`config.mk`:
```
export PLATFORM = sky130hd
export DESIGN_NAME = power_domain_sequencer
export DESIGN_NICKNAME = d
export VERILOG_FILES = /design/src/rtl/power_domain_sequencer.sv
export SDC_FILE = /design/constraint.sdc
export NUM_CORES = 1
export LEC_CHECK = 0
export ABC_CLOCK_PERIOD_IN_PS = 7850
export BUFFER_PORTS_ARGS = -buffer_cell sky130_fd_sc_hd__buf_2
export CORE_ASPECT_RATIO = 1.25
export CORE_MARGIN = 8
export CORE_UTILIZATION = 48
export CTS_BUF_LIST = sky130_fd_sc_hd__clkbuf_8
export CTS_CLUSTER_SIZE = 14
export DETAILED_ROUTE_END_ITERATION = 7
export GPL_TIMING_DRIVEN = 0
export PLACE_DENSITY = 0.7
export SLEW_MARGIN = 20
export SYNTH_ARGS = -nofsm -noshare
export SYNTH_HDL_FRONTEND = slang
export SYNTH_SLANG_ARGS = --single-unit
```
`constraint.sdc`:
```
create_clock -name clk -period 7.85 [get_ports clk]
set_input_delay 0.3925 -clock clk [delete_from_list [all_inputs] [get_ports clk]]
set_output_delay 0.3925 -clock clk [all_outputs]
set_load 0.005 [all_outputs]
```
`src/rtl/power_domain_sequencer.sv`:
```
// Ordered power-down/up sequencer for NPU power domains: one shared FSM walks a
// single round-robin-granted domain through clock, isolation, retention and switch steps.
module power_domain_sequencer #(
  parameter int NUM_POWER_DOMAINS = 4,
  parameter int ISO_CYCLES        = 4,
  parameter int RET_CYCLES        = 8,
  parameter int ACK_TIMEOUT       = 255
) (
  input  logic                         clk,
  input  logic                         reset,
  input  logic [NUM_POWER_DOMAINS-1:0] power_gate_enable,
  input  logic [NUM_POWER_DOMAINS-1:0] clock_gate_enable,
  input  logic [NUM_POWER_DOMAINS-1:0] pwr_sw_ack,
  output logic [NUM_POWER_DOMAINS-1:0] pwr_sw_en,
  output logic [NUM_POWER_DOMAINS-1:0] iso_en,
  output logic [NUM_POWER_DOMAINS-1:0] ret_save,
  output logic [NUM_POWER_DOMAINS-1:0] ret_restore,
  output logic [NUM_POWER_DOMAINS-1:0] clk_en,
  output logic [NUM_POWER_DOMAINS-1:0] domain_ready,
  output logic [NUM_POWER_DOMAINS-1:0] domain_fault,
  output logic                         seq_busy,
  output logic                         seq_error
);

  localparam int N  = NUM_POWER_DOMAINS;
  localparam int IW = (N > 1) ? $clog2(N) : 1;

  localparam logic [7:0] ISO_LAST = 8'(ISO_CYCLES - 1);
  localparam logic [7:0] RET_LAST = 8'(RET_CYCLES - 1);
  localparam logic [7:0] ACK_LAST = 8'(ACK_TIMEOUT - 1);

  typedef enum logic [3:0] {
    S_IDLE,
    S_CLK_OFF,
    S_ISO_ON,
    S_SAVE,
    S_SW_OFF,
    S_WAIT_OFF,
    S_SW_ON,
    S_WAIT_ON,
    S_RESTORE,
    S_ISO_OFF,
    S_DONE,
    S_FAULT
  } state_t;

  state_t        state_q, state_d;
  logic [7:0]    cnt_q, cnt_d;
  logic [IW-1:0] grant_q, grant_d;
  logic [IW-1:0] ptr_q, ptr_d;
  logic          busy_q, busy_d;
  logic [N-1:0]  on_q, on_d;
  logic [N-1:0]  sw_q, sw_d;
  logic [N-1:0]  iso_q, iso_d;
  logic [N-1:0]  save_q, save_d;
  logic [N-1:0]  rest_q, rest_d;
  logic [N-1:0]  ready_q, ready_d;
  logic [N-1:0]  fault_q, fault_d;
  logic [N-1:0]  clk_q, clk_d;

  logic [N-1:0]  pending;
  logic          found;
  logic [IW-1:0] pick;

  // Round-robin pick: first pending domain at or after the pointer.
  always_comb begin
    pending = (power_gate_enable ^ on_q) & ~fault_q;
    found   = 1'b0;
    pick    = ptr_q;
    for (int k = 0; k < N; k++) begin
      if (!found && pending[(int'(ptr_q) + k) % N]) begin
        found = 1'b1;
        pick  = IW'((int'(ptr_q) + k) % N);
      end
    end
  end

  always_comb begin
    // NOTE: every signal gets its hold value first so no path through the case
    // leaves one unassigned, which would otherwise infer a latch.
    state_d = state_q;
    cnt_d   = cnt_q + 8'd1;
    grant_d = grant_q;
    ptr_d   = ptr_q;
    busy_d  = busy_q;
    on_d    = on_q;
    sw_d    = sw_q;
    iso_d   = iso_q;
    ready_d = ready_q;
    fault_d = fault_q;
    save_d  = '0;
    rest_d  = '0;

    unique case (state_q)
      S_IDLE: begin
        if (found) begin
          grant_d = pick;
          ptr_d   = (int'(pick) == N - 1) ? '0 : pick + 1'b1;
          busy_d  = 1'b1;
          if (power_gate_enable[pick]) begin
            state_d    = S_SW_ON;
            sw_d[pick] = 1'b1;
          end else begin
            state_d       = S_CLK_OFF;
            ready_d[pick] = 1'b0;
          end
        end
      end
      S_CLK_OFF: if (cnt_q == 8'd1) begin
        state_d        = S_ISO_ON;
        iso_d[grant_q] = 1'b1;
      end
      S_ISO_ON: if (cnt_q == ISO_LAST) begin
        state_d         = S_SAVE;
        save_d[grant_q] = 1'b1;
      end
      S_SAVE: if (cnt_q == RET_LAST) begin
        state_d       = S_SW_OFF;
        sw_d[grant_q] = 1'b0;
      end
      S_SW_OFF: state_d = S_WAIT_OFF;
      S_WAIT_OFF: begin
        if (!pwr_sw_ack[grant_q]) begin
          state_d       = S_DONE;
          on_d[grant_q] = 1'b0;
        end else if (cnt_q == ACK_LAST) begin
          state_d          = S_FAULT;
          fault_d[grant_q] = 1'b1;
        end
      end
      S_SW_ON: state_d = S_WAIT_ON;
      S_WAIT_ON: begin
        if (pwr_sw_ack[grant_q]) begin
          state_d         = S_RESTORE;
          rest_d[grant_q] = 1'b1;
        end else if (cnt_q == ACK_LAST) begin
          state_d          = S_FAULT;
          fault_d[grant_q] = 1'b1;
        end
      end
      S_RESTORE: if (cnt_q == RET_LAST) begin
        state_d        = S_ISO_OFF;
        iso_d[grant_q] = 1'b0;
      end
      S_ISO_OFF: if (cnt_q == ISO_LAST) begin
        state_d          = S_DONE;
        on_d[grant_q]    = 1'b1;
        ready_d[grant_q] = 1'b1;
      end
      S_DONE, S_FAULT: begin
        state_d = S_IDLE;
        busy_d  = 1'b0;
      end
      default: state_d = S_IDLE;
    endcase

    if (state_d != state_q) cnt_d = '0;

    // Clock drops with ready in the same cycle but only returns a cycle after ready.
    clk_d = clock_gate_enable & ready_q & ready_d;
  end

  // NOTE: state registers use non-blocking assignments so every flop samples
  // the pre-edge values regardless of block evaluation order.
  always_ff @(posedge clk or negedge reset) begin
    if (!reset) begin
      state_q <= S_IDLE;
      cnt_q   <= '0;
      grant_q <= '0;
      ptr_q   <= '0;
      busy_q  <= 1'b0;
      on_q    <= '1;
      sw_q    <= '1;
      iso_q   <= '0;
      save_q  <= '0;
      rest_q  <= '0;
      ready_q <= '1;
      fault_q <= '0;
      clk_q   <= '1;
    end else begin
      state_q <= state_d;
      cnt_q   <= cnt_d;
      grant_q <= grant_d;
      ptr_q   <= ptr_d;
      busy_q  <= busy_d;
      on_q    <= on_d;
      sw_q    <= sw_d;
      iso_q   <= iso_d;
      save_q  <= save_d;
      rest_q  <= rest_d;
      ready_q <= ready_d;
      fault_q <= fault_d;
      clk_q   <= clk_d;
    end
  end

  assign pwr_sw_en    = sw_q;
  assign iso_en       = iso_q;
  assign ret_save     = save_q;
  assign ret_restore  = rest_q;
  assign clk_en       = clk_q;
  assign domain_ready = ready_q;
  assign domain_fault = fault_q;
  assign seq_busy     = busy_q;
  assign seq_error    = |fault_q;

endmodule

```
==> key figures <==
Finish
  • Final non-filler cell total: 408
  • Layout area overhead: 14.3%
  • Ratio of cells with drive above 1 in the final layout: 0.260
  • # nets final: 362
  • Most frequent cells in the layout: buf_2, dfrtp_1, nand2_1
  • Most common cell after layout, fill and taps aside: buf_2
  • # diodes: 0
  • Fillers: 523
  • Final Instance Area: 3150 um^2

Timing
  • Final hold vios: 0
  • Slew headroom: 0.426
  • Setup TNS: 0 ps
  • Worst slew pin tran: 855 ps
  • Finish-stage setup viols: 0
  • RSZ-0062 raised after global routing: false
  • Tcrit/Tclk final: 0.391
  • Fmax: 326 MHz
  • Worst setup margin: 4780 ps
  • Tmin final: 3070 ps
  • Final Slew Violations: 0
  • Final Skew: 11.9 ps
  • Hold slack: 80.0 ps

Place
  • Dpl cell area: 3050 um^2
  • Cells after DPL: 400
  • IO buf count: 43
  • Final Wtd Congestion: 0.858
  • Detailed-placement wirelength estimate: 5080 um
  • Pre-CTS setup slack: 4780 ps

Pwr
  • P_leak: 0.00146 uW
  • Internal power component: 566 uW
  • Peak VDD IR: 0.149 mV
  • Reg power frac: 0.341
  • Switching share of power: 0.445
  • Combinational Power Share: 0.506
  • Clock share of power: 0.153
  • Sw power: 454 uW
  • Power Density: 324 nW/um^2

Die
  • Ports: 44
  • Die W: 83.7 um
  • Die Area: 8430 um^2
  • Site Rows: 31
  • Core Area: 5660 um^2
  • Die Span Y: 101 um
  • Initial Utilization: 0.486

Logic synthesis
  • Synth area leader: dfrtp_1
  • Post-synthesis adder-cell area fraction: 0.0318
  • Ys flop type: dfrtp_1
  • Xor and xnor area share after synthesis: 0.0414
  • Syn Nets: 312
  • Syn Inst Count: 291
  • Synth async-reset ratio: 1.00
  • Post-Synth Simple-Gate Area: 0.194
  • Complex-gate fraction of the synthesized area: 0.201
  • Ys Warns: 0
  • Synth top area share: 0.300
  • Multiplexer share of the synthesized area: 0.0318
  • Post-Syn Area: 2750 um^2
  • Seq/Total Area, Yosys: 0.453
  • Top post-synthesis cells by area: dfrtp_1, dfstp_2, nand2_1
  • Unique cell type count in the Yosys netlist: 56
  • Largest family of logic cells by synthesized area: compound AO/OA/AOI/OAI gates
  • Post-synthesis sequential element count: 49
  • Syn_area_per_cell: 9.45 um^2
  • Post-synth EDFFs: 0

GRT
  • Total grt overflow: 0
  • Initial antenna violation count: 0
  • Overall Global Routing Usage: 0.165
  • Largest net degree at the start of global routing: 50
  • Vias in the first global route: 2407
  • First-pass GRT wire length: 11600 um

Clock network
  • Post-CTS Setup Inserts: 0
  • H-tree Lvls: 2
  • Clk_lat worst skew: 310 ps
  • Worst-case clock buffer depth: 2
  • Cts bufs inserted: 5
  • TritonCTS Sinks: 49
  • Post-CTS Resized: 0
  • Clock Tree Root: clkbuf_8
  • Hold_buf cts: 0
  • CTS tree: done
  • CTS clock-pin slew for the worst setup and hold paths: 100 ps

Route
  • Routed len/inst: 16.7 um
  • # DRC: 0
  • Drt first pass iters: 4
  • Antenna-violating nets left: 0
  • Initial drt markers: 121
  • Via count: 2378
  • Vias/cell: 5.83
  • WL final: 6800 um

Critical path
  • Reg2reg setup slack: 4780 ps
  • Crit Reg-Reg Endpoint: domain_ready[3]
  • Worst EP required: 8050 ps
  • Crit path arrival time: 3260 ps
  • Crit start category: flip-flop
  • Crit end category: flip-flop
  • Cell depth of the worst flop-to-flop path: 8
  • Critical path type: reg2reg
  • Critical path peak fanout: 9

Min path
  • Hold Crit Class: in2async

Job
  • Max_cap viols: 0

Outcome
  • Status: finished, final reports clean
==> power groups by stage <==
stage / Sequential [uW] / Clock (uW) / Combinational, uW
finish: 348 / 156 / 516
global route: 357 / 171 / 575
CTS: 348 / 159 / 514
detailed placement: 353 / 0 / 510
global placement: 352 / 0 / 506
floorplan: 349 / 0 / 371
==> worst max path at each step <==
stage / from / endpoint / cells past startpoint
global route: flip-flop / domain_ready[3] / 8
detailed placement: power_gate_enable[2] / domain_ready[3] / 9
floorplan: cnt_q[3] / cnt_q[2] / 8
global placement: power_gate_enable[2] / domain_ready[1] / 9
CTS: flip-flop / domain_ready[3] / 8
finish: flip-flop / domain_ready[3] / 8
==> per-layer routing <==
layer / wire length [um] / global-route usage / part of all wire
met4: 106 / 0.0573 / 0.016
met2: 3380 / 0.281 / 0.50
met1: 2990 / 0.200 / 0.44
met5: 0 / 0 / 0
met3: 320 / 0.0372 / 0.047
==> stage by stage <==
| stage | power, uW | util |
|---|---|---|
| after detailed placement | 863 | 0.538 |
| after global placement | 858 | 0.538 |
| after floorplan | 719 | - |
| after global routing | 1100 | 0.555 |
| after CTS | 1020 | 0.555 |
| final | 1020 | 0.555 |
==> cell families (layout without fill, tap and decap cells) <==
logic type,count (synthesis),after routing
muxes,7,7
AOI/OAI and AO/OA,81,81
DFF,49,49
buffers and inverters,32,83
adders and majority gates,7,7
and+or+nand+nor,102,102
xor gates and xnor gates,13,13
==> worst max-delay path, cell delays in order (launching register included) <==
cell and delay, ps:
dfstp_2 550, xnor2_1 80, or2_2 310, a311oi_1 510
nand2_1 240, inv_1 160, a21oi_1 140, nor3_1 740
o21ai_0 220
==> area by class of cell <==
type	count	area, um^2	area share
timing repair buffer	43	218	0.0692
clock buffer	5	68.8	0.0219
sequential	49	1250	0.396
multi-input combinational	210	1380	0.438
buffer	13	56.3	0.0179
clock inverter	3	25.0	0.00796
tap	66	82.6	0.0263
inverter	19	71.3	0.0227
==> synthesized netlist by cell type (4+ instances only) <==
library cell / instances
nor2b_1: 5
nor2_1: 18
nor3_1: 13
nand3_1: 8
clkbuf_1: 7
inv_1: 19
xor2_1: 7
xnor2_1: 6
dfstp_2: 16
nand2_1: 26
a21oi_1: 15
nand4_1: 5
ha_1: 7
buf_2: 6
o21a_1: 4
dfrtp_1: 33
o31ai_1: 5
or3_1: 4
o21ai_0: 19
mux2_2: 4
and3_1: 4
o21bai_1: 5
o22ai_1: 5
No activity file was read; power rests on OpenSTA's default activity.
